File: src/rtl/mkio_bc_control.sv
// mkio_bc_control: MKIO bus-controller transaction engine; sends one command word,
// then streams buffer data out or collects RT data in, and checks the RT status word.
module mkio_bc_control #(
  parameter int RESP_TIMEOUT = 1100
) (
  input  logic        i_clk,
  input  logic        i_reset_n,
  input  logic        i_cmd_valid,
  output logic        o_cmd_ready,
  input  logic [15:0] i_cmd_word,
  output logic        o_tx_ready,
  output logic [15:0] o_tx_data,
  output logic        o_tx_cd,
  input  logic        i_tx_busy,
  input  logic        i_rx_done,
  input  logic [15:0] i_rx_data,
  input  logic        i_rx_cd,
  input  logic        i_parity_error,
  output logic [4:0]  o_mem_rd_addr,
  input  logic [15:0] i_mem_rd_data,
  output logic        o_mem_we,
  output logic [4:0]  o_mem_wr_addr,
  output logic [15:0] o_mem_wr_data,
  output logic        o_busy,
  output logic        o_done,
  output logic [15:0] o_status_word,
  output logic [4:0]  o_err,
  output logic [5:0]  o_word_cnt
);
  typedef enum logic [2:0] {IDLE, SEND_CMD, FETCH, SEND_DATA, WAIT_STATUS, RECV_DATA, FINISH} state_t;
  // One less than the window so done lands exactly RESP_TIMEOUT cycles after the last event
  localparam logic [15:0] TMO_LOAD = 16'(RESP_TIMEOUT - 1);
  state_t      r_state;
  logic [15:0] r_cmd, r_status, r_timer, r_wr_data;
  logic [5:0]  r_n, r_cnt;
  logic [4:0]  r_err, r_wr_addr;
  logic        r_tx_ready, r_busy_q, r_we;
  logic        w_bcast, w_tr, w_tx_end, w_sync_bad, w_rx_bad;
  logic [5:0]  w_cnt_inc, w_n_cmd;
  state_t      w_after_tx;
  assign w_bcast    = r_cmd[15:11] == 5'd31;
  assign w_tr       = r_cmd[10];
  assign w_tx_end   = !r_tx_ready && r_busy_q && !i_tx_busy;
  assign w_cnt_inc  = r_cnt + 6'd1;
  assign w_after_tx = w_bcast ? FINISH : WAIT_STATUS;
  assign w_sync_bad = i_rx_cd != (r_state == WAIT_STATUS);
  assign w_rx_bad   = w_sync_bad || i_parity_error;
  assign w_n_cmd    = (i_cmd_word[9:5] == 5'd0 || i_cmd_word[9:5] == 5'd31) ? 6'd0 :
                      (i_cmd_word[4:0] == 5'd0) ? 6'd32 : {1'b0, i_cmd_word[4:0]};
  always_ff @(posedge i_clk or negedge i_reset_n)
    if (!i_reset_n) begin
      r_state    <= IDLE;
      r_cmd      <= '0;
      r_status   <= '0;
      r_timer    <= '0;
      r_wr_data  <= '0;
      r_wr_addr  <= '0;
      r_n        <= '0;
      r_cnt      <= '0;
      r_err      <= '0;
      r_tx_ready <= 1'b0;
      r_busy_q   <= 1'b0;
      r_we       <= 1'b0;
    end else begin
      r_busy_q <= i_tx_busy;
      r_we     <= 1'b0;
      if (r_tx_ready && i_tx_busy) r_tx_ready <= 1'b0;
      if (r_state != WAIT_STATUS && r_state != RECV_DATA) r_timer <= TMO_LOAD;
      case (r_state)
        IDLE: if (i_cmd_valid) begin
          r_cmd <= i_cmd_word;
          r_n   <= w_n_cmd;
          r_cnt <= '0;
          if (i_cmd_word[15:10] == 6'h3f) begin
            r_err   <= 5'b10000;
            r_state <= FINISH;
          end else begin
            r_err      <= '0;
            r_tx_ready <= 1'b1;
            r_state    <= SEND_CMD;
          end
        end
        SEND_CMD: if (w_tx_end) r_state <= (!w_tr && r_n != 6'd0) ? FETCH : w_after_tx;
        FETCH: begin
          r_tx_ready <= 1'b1;
          r_state    <= SEND_DATA;
        end
        SEND_DATA: if (w_tx_end) begin
          r_cnt   <= w_cnt_inc;
          r_state <= (w_cnt_inc < r_n) ? FETCH : w_after_tx;
        end
        WAIT_STATUS, RECV_DATA:
          if (i_rx_done) begin
            r_timer <= TMO_LOAD;
            if (w_rx_bad) begin
              r_err[2] <= w_sync_bad;
              r_err[1] <= i_parity_error;
              r_state  <= FINISH;
            end else if (r_state == WAIT_STATUS) begin
              r_status <= i_rx_data;
              if (i_rx_data[15:11] != r_cmd[15:11]) begin
                r_err[3] <= 1'b1;
                r_state  <= FINISH;
              end else r_state <= (w_tr && r_n != 6'd0) ? RECV_DATA : FINISH;
            end else begin
              r_we      <= 1'b1;
              r_wr_addr <= r_cnt[4:0];
              r_wr_data <= i_rx_data;
              r_cnt     <= w_cnt_inc;
              if (w_cnt_inc == r_n) r_state <= FINISH;
            end
          end else if (r_timer == 16'd1) begin
            r_err[0] <= 1'b1;
            r_state  <= FINISH;
          end else r_timer <= r_timer - 16'd1;
        default: r_state <= IDLE;
      endcase
    end
  assign o_cmd_ready   = r_state == IDLE && i_reset_n;
  assign o_busy        = r_state != IDLE;
  assign o_done        = r_state == FINISH;
  assign o_tx_ready    = r_tx_ready;
  assign o_tx_cd       = r_state == SEND_CMD;
  assign o_tx_data     = (r_state == SEND_DATA) ? i_mem_rd_data : r_cmd;
  assign o_mem_rd_addr = r_cnt[4:0];
  assign o_mem_we      = r_we;
  assign o_mem_wr_addr = r_wr_addr;
  assign o_mem_wr_data = r_wr_data;
  assign o_status_word = r_status;
  assign o_err         = r_err;
  assign o_word_cnt    = r_cnt;
endmodule

File: config.mk
export PLATFORM = sky130hd
export DESIGN_NAME = mkio_bc_control
export DESIGN_NICKNAME = d
export VERILOG_FILES = /design/src/rtl/mkio_bc_control.sv
export SDC_FILE = /design/constraint.sdc
export NUM_CORES = 1
export LEC_CHECK = 0
export CAP_MARGIN = 15
export CORE_MARGIN = 3
export CORE_UTILIZATION = 51
export CTS_CLUSTER_DIAMETER = 60
export CTS_CLUSTER_SIZE = 14
export DETAILED_ROUTE_END_ITERATION = 10
export GPL_ROUTABILITY_DRIVEN = 0
export PLACE_DENSITY = 0.85
export SETUP_SLACK_MARGIN = 0.2
export SLEW_MARGIN = 0
export SYNTH_ARGS = -nofsm -noshare
export SYNTH_HDL_FRONTEND = slang
export SYNTH_SLANG_ARGS = --single-unit
File: constraint.sdc
create_clock -name i_clk -period 4.3 [get_ports i_clk]
set_clock_uncertainty 0.2 [all_clocks]
set_input_delay 0.43 -clock i_clk [delete_from_list [all_inputs] [get_ports i_clk]]
set_output_delay 0.43 -clock i_clk [all_outputs]
set_load 0.01 [all_outputs]
# Word level (Yosys, flattened, before mapping)
# Cells that the tools add are included.
[word_totals]
ff_bits = 92
out_inout_bits = 75
in_bits = 55
[classes]
order_cmp = 1
reduce_logical = 28
n_bitwise = 2
n_mux = 46
eq_ne = 28
addsub = 2
[ops]
columns = ["operator", "count"]
rows = [
  ["16-bit two-way mux", 5],
  ["6-bit two-way mux", 7],
  ["3-bit two-way mux", 12],
  ["2-bit != test (second input constant)", 10],
  ["6-bit one-hot mux with 3 select lines", 1],
  ["16-bit by 1-bit == test with 1-bit output (second input constant)", 1],
  ["4-bit AND reduction", 4],
  ["16-bit by 1-bit subtractor with 16-bit output (second input constant)", 1],
  ["3-bit one-hot mux with 5 select lines", 1],
  ["1-bit two-way mux", 12],
  ["6-bit AND reduction", 2],
  ["5-bit == test (second input constant)", 2],
  ["5-bit zero test", 2],
  ["3-bit == test (second input constant)", 3],
  ["3-bit != test (second input constant)", 3],
  ["2-bit two-way mux", 4],
  ["4-bit one-hot mux with 2 select lines", 1],
  ["1-bit logical AND", 7],
  ["6-bit by 1-bit adder with 6-bit output (second input constant)", 1],
  ["3-bit by 2-bit == test with 1-bit output (second input constant)", 2],
  ["6-bit == test", 1],
  ["6-bit == test (second input constant)", 1],
  ["6-bit < comparator", 1],
  ["3-bit nonzero test", 2],
  ["17 further kinds", 21],
]

# Logic depth before layout (Yosys ltp)
[depth]
depth_word = 8
ltp_mapped = 9
mapped_depth_nobuf = 9

# Least setup slack after synthesis
# No wires, ideal clock.
[synth_timing]
kind = "register to register"
startpoint = "reg r_cnt[0], in the netlist o_word_cnt[0]"
endpoint = "reg r_state[2]"
arrival_time_ps = 1963
path_slack_ps = 2059
stages_incl_launch_ff = 10
n_path_buf = 0
synth_period_minus_slack_ps = 2241
setup_ps = 78
cell_sequence = "dfrtp_1 and3_1 nand3_1 xnor2_1 ha_1 nand4_1 o211ai_1 o221ai_1 a211oi_1 o21bai_1"
[synth_via]
elab_chain_cells = 5
[synth_rtl]
columns = ["element", "line_no", "rtl"]
rows = [
  ["start: declaration", "35", "logic [5:0] r_n, r_cnt;"],
  ["start signal: assignment", "89", "r_cnt <= w_cnt_inc;"],
  ["start signal: assignment", "109", "r_cnt <= w_cnt_inc;"],
  ["6-bit by 1-bit adder with 6-bit output *", "44", "assign w_cnt_inc = r_cnt + 6'd1;"],
  ["6-bit < comparator", "90", "r_state <= (w_cnt_inc < r_n) ? FETCH : w_after_tx;"],
  ["3-bit two-way mux", "90", ""],
  ["3-bit two-way mux", "88", "SEND_DATA: if (w_tx_end) begin"],
  ["3-bit one-hot mux with 5 select lines", "69", "case (r_state)"],
  ["end signal: assignment", "83", "SEND_CMD: if (w_tx_end) r_state <= (!w_tr && r_n != 6'd0) ? FETCH : w_after_tx;"],
  ["end signal: assignment", "90", ""],
  ["end signal: assignment", "104", "end else r_state <= (w_tr && r_n != 6'd0) ? RECV_DATA : FINISH;"],
  ["end: declaration", "33", "state_t r_state;"],
]
# Every way passes the cells marked *; elsewhere a longest branch is shown, timed or not. The select of a mux whose other input is x is not followed.
# A chain may end at the register's enable or synchronous reset.

# Worst setup path in the final report
[layout_timing]
startpoint = "reg r_state[0]"
endpoint = "out o_tx_data[15]"
[layout_via]
elab_chain_cells = 2
[layout_rtl]
columns = ["element", "line_no", "rtl"]
rows = [
  ["3-bit by 2-bit == test with 1-bit output", "124", "assign o_tx_data = (r_state == SEND_DATA) ? i_mem_rd_data : r_cmd;"],
  ["16-bit two-way mux", "124", ""],
  ["end: declaration", "12", "output logic [15:0] o_tx_data,"],
]
# No other way between the ends.

==> metrics <==
antenna viol nets, final 0; number of buffers on the longest clock path 2; DRT Pass-1 Iters 4; Comb pwr share 0.453; peak supply drop 0.0003561 V; DR WL met3 811 um; R2R depth 4; top cells by area, synth dfrtp_1 51%, mux2_2 10%, nand2_1 8.4%, xor2_1 4.1%, ha_1 2.5%; DRT Wirelength about 11 mm; DR WL/cell ~17 um; Post-Synthesis Cells 443; worst hold path class in2async; DP Area 0.005863 mm2; reg2reg start r_state[0]; Arr. time, crit path 2.86 ns; Slew @ Worst Pin 1.022 ns; sequential area share after synthesis 0.5072; CP startpoint kind flop; multi-input logic area 0.002081 mm2; largest net degree at the start of global routing 80; Initial Util 0.5389; vias in the first global route 3846; crit path from r_state[0]; synth unique cells 53; Final setup viols 0; Slew HR 0.3163; fin cells 673; Final nets 628; fin crit period 3.487 ns; via/cell ratio 5.545; area delta synth->final 33.46%; Setup Total Neg Slack 0 ns; Post-synth EDFFs 0; Top Family by Delay on Critical Path simple AND/OR/NAND/NOR gates; antenna violations before repair 0; Max Clk Rate ~0.29 GHz; GRT Resource Usage Total 0.2350; Max stage delay cell, worst path nand3b_1; Top Layer Used met4; synth warn 0; post-synth top area share 0.5072; number of cell rows 33; async set-or-reset flop fraction in the synthesized netlist 1.000; max-cap viol count 0; TritonCTS clock tree built; Reg2Reg Capture Point o_word_cnt[3]; routed length on met1 4.568 mm; CTS sink count 92; switching pwr 0.001258 W; unrepaired setup endpoints after global routing no; fin util 0.7193; design internal power 0.002239 W; Die Span Y approximately 100 um; GRT Residual Overflow 0; Worst Path Required 3.67 ns; Worst Setup EP o_tx_data[15]; first-pass GRT wire length 18.82 mm; Synth Register Bits between 90 and 100; 1st-iter DRT viols 219; Num CTS Buffers 9; I/O Buffers 129; clock share of power 0.152; Ports 130; PwrDens 577.2 mW/mm2; Core Area ~0.0084 mm2; fin crit share 0.8108; Synth area leader dfrtp_1; Synth Area per Inst slightly above 10 um2; Final Cell Area 0.006058 mm2; top_reg_cell synth dfrtp_1; met2 WL 5.713 mm; Clock Latency Late Sink 0.36 ns; Synth Net Count between 500 and 600; kind of critical path reg2out; number of fillers in the final layout 596; sw frac 0.3597; Slew Limit Fails 0; element type at the critical path end primary output; clock transition at the registers of the reported paths 0.09 ns; H-Tree Depth 3; Pleak 2.689 nW; die area 0.01007 mm2; chip width 100.3 um; CP bufs+invs 1; diode count 0; post-CTS setup buffer count 0; Max stage delay on crit path 0.81 ns; mapped cell area 0.004539 mm2; Root Buffer clkbuf_8; Fin. Hold Viols 0; Placed Cells 656; Post-route DRC 0; register area roughly 0.0023 mm2; status completed; Flop pwr share 0.395; post-DP HPWL 8.460 mm; vias post-DR 3732; post-CTS sizing 0; crit path max fanout 22; fraction of layout cells with a size suffix above 1 0.1215; CP cell instances nand3b_1 -> mux2_2 -> clkdlybuf4s50_1; Stages on worst setup path 3; R2R setup slack 1.53 ns
## power by group through the flow
| stage | clock network [W] | logic [W] | registers [W] |
|---|---|---|---|
| after floorplan | 0 | 0.000778 | 0.00139 |
| after global placement | 0 | 0.00153 | 0.00138 |
| after detailed placement | 0 | 0.00159 | 0.00139 |
| after CTS | 0.000544 | 0.00160 | 0.00138 |
| after global routing | 0.000574 | 0.00173 | 0.00142 |
| final | 0.000531 | 0.00159 | 0.00138 |
## stage by stage
step	total power [W]	setup slack, ns	hold WS (ns)
5_1_grt	0.003718	0.6537	0.2742
4_1_cts	0.003523	0.8156	0.2668
3_5_place_dp	0.002978	1.209	0.1020
6_report	0.003497	0.8134	0.2759
3_3_place_gp	0.002915	1.322	0.09597
2_1_floorplan	0.002171	2.059	-0.06559
## flip-flops by register name, summed over array words and instances (netlist names)
name / count
o_err: 5
o_mem_we: 1
o_mem_wr_addr: 5
o_mem_wr_data: 16
o_status_word: 16
o_tx_ready: 1
o_word_cnt: 6
r_busy_q: 1
r_cmd: 16
r_n: 6
r_state: 3
r_timer: 16
## layout make-up
class / count / share of cell area
clock inverter: 6 / 0.008261
tap: 105 / 0.02169
inverter: 14 / 0.008674
clock buffer: 9 / 0.02045
sequential: 92 / 0.3800
timing repair buffer: 132 / 0.2175
multi-input combinational: 315 / 0.3435
## per-layer routing
metal	up-vias	track usage
met2	156	0.4021
met1	1809	0.2907
met4	0	0.08083
met3	18	0.05768
met5	-	0
li1	1749	-
## kinds of logic (layout without fill, tap and decap cells)
kind of cell / count (synthesis) / after routing / synth area share
DFF: 92 / 92 / 0.5072
buffers and inverters: 36 / 161 / 0.03776
xor gates and xnor gates: 25 / 25 / 0.04824
muxes: 45 / 45 / 0.1105
and+or+nand+nor: 191 / 191 / 0.2059
AOI/OAI and AO/OA: 45 / 45 / 0.06560
adders and majority gates: 9 / 9 / 0.02481
## layout by cell type (no fill, tap or decap), types with 9 or more instances in the layout
master and count:
a21oi_1 9, clkbuf_8 9, clkdlybuf4s50_1 128, dfrtp_1 92
ha_1 9, inv_1 14, mux2_2 41, nand2_1 102
nand3_1 11, nor2_1 27, o21ai_0 14, xor2_1 21
## worst min-delay path by stage
stage | from | to | cells after the start
final | i_reset_n | o_status_word[3] | 2
after global routing | i_reset_n | o_status_word[4] | 2
after CTS | i_reset_n | o_mem_wr_data[2] | 2
after detailed placement | i_reset_n | o_status_word[3] | 1
after global placement | i_reset_n | o_status_word[0] | 1
after floorplan | i_reset_n | o_err[0] | 0
## synth_stat cells, types with 3 or more instances
cell	number
nand2b_1	5
buf_4	5
inv_1	14
clkbuf_1	5
mux2_2	41
nor4_1	3
ha_1	9
mux2i_1	4
dfrtp_1	92
xnor2_1	4
nor2_1	27
nor2b_1	3
buf_1	3
nand2_1	102
a22o_1	5
nand4b_1	4
and2_1	4
nand3_1	11
nor3_1	4
o21ai_0	14
buf_2	8
a21oi_1	9
xor2_1	21
nand4_1	6
## what timing repair did
action,4_1_cts,5_1_grt
hold buffers,1,0
hold endpoints to repair,13,0
setup endpoints to repair,0,0
Note: power is estimated with default switching activity, not from simulation.
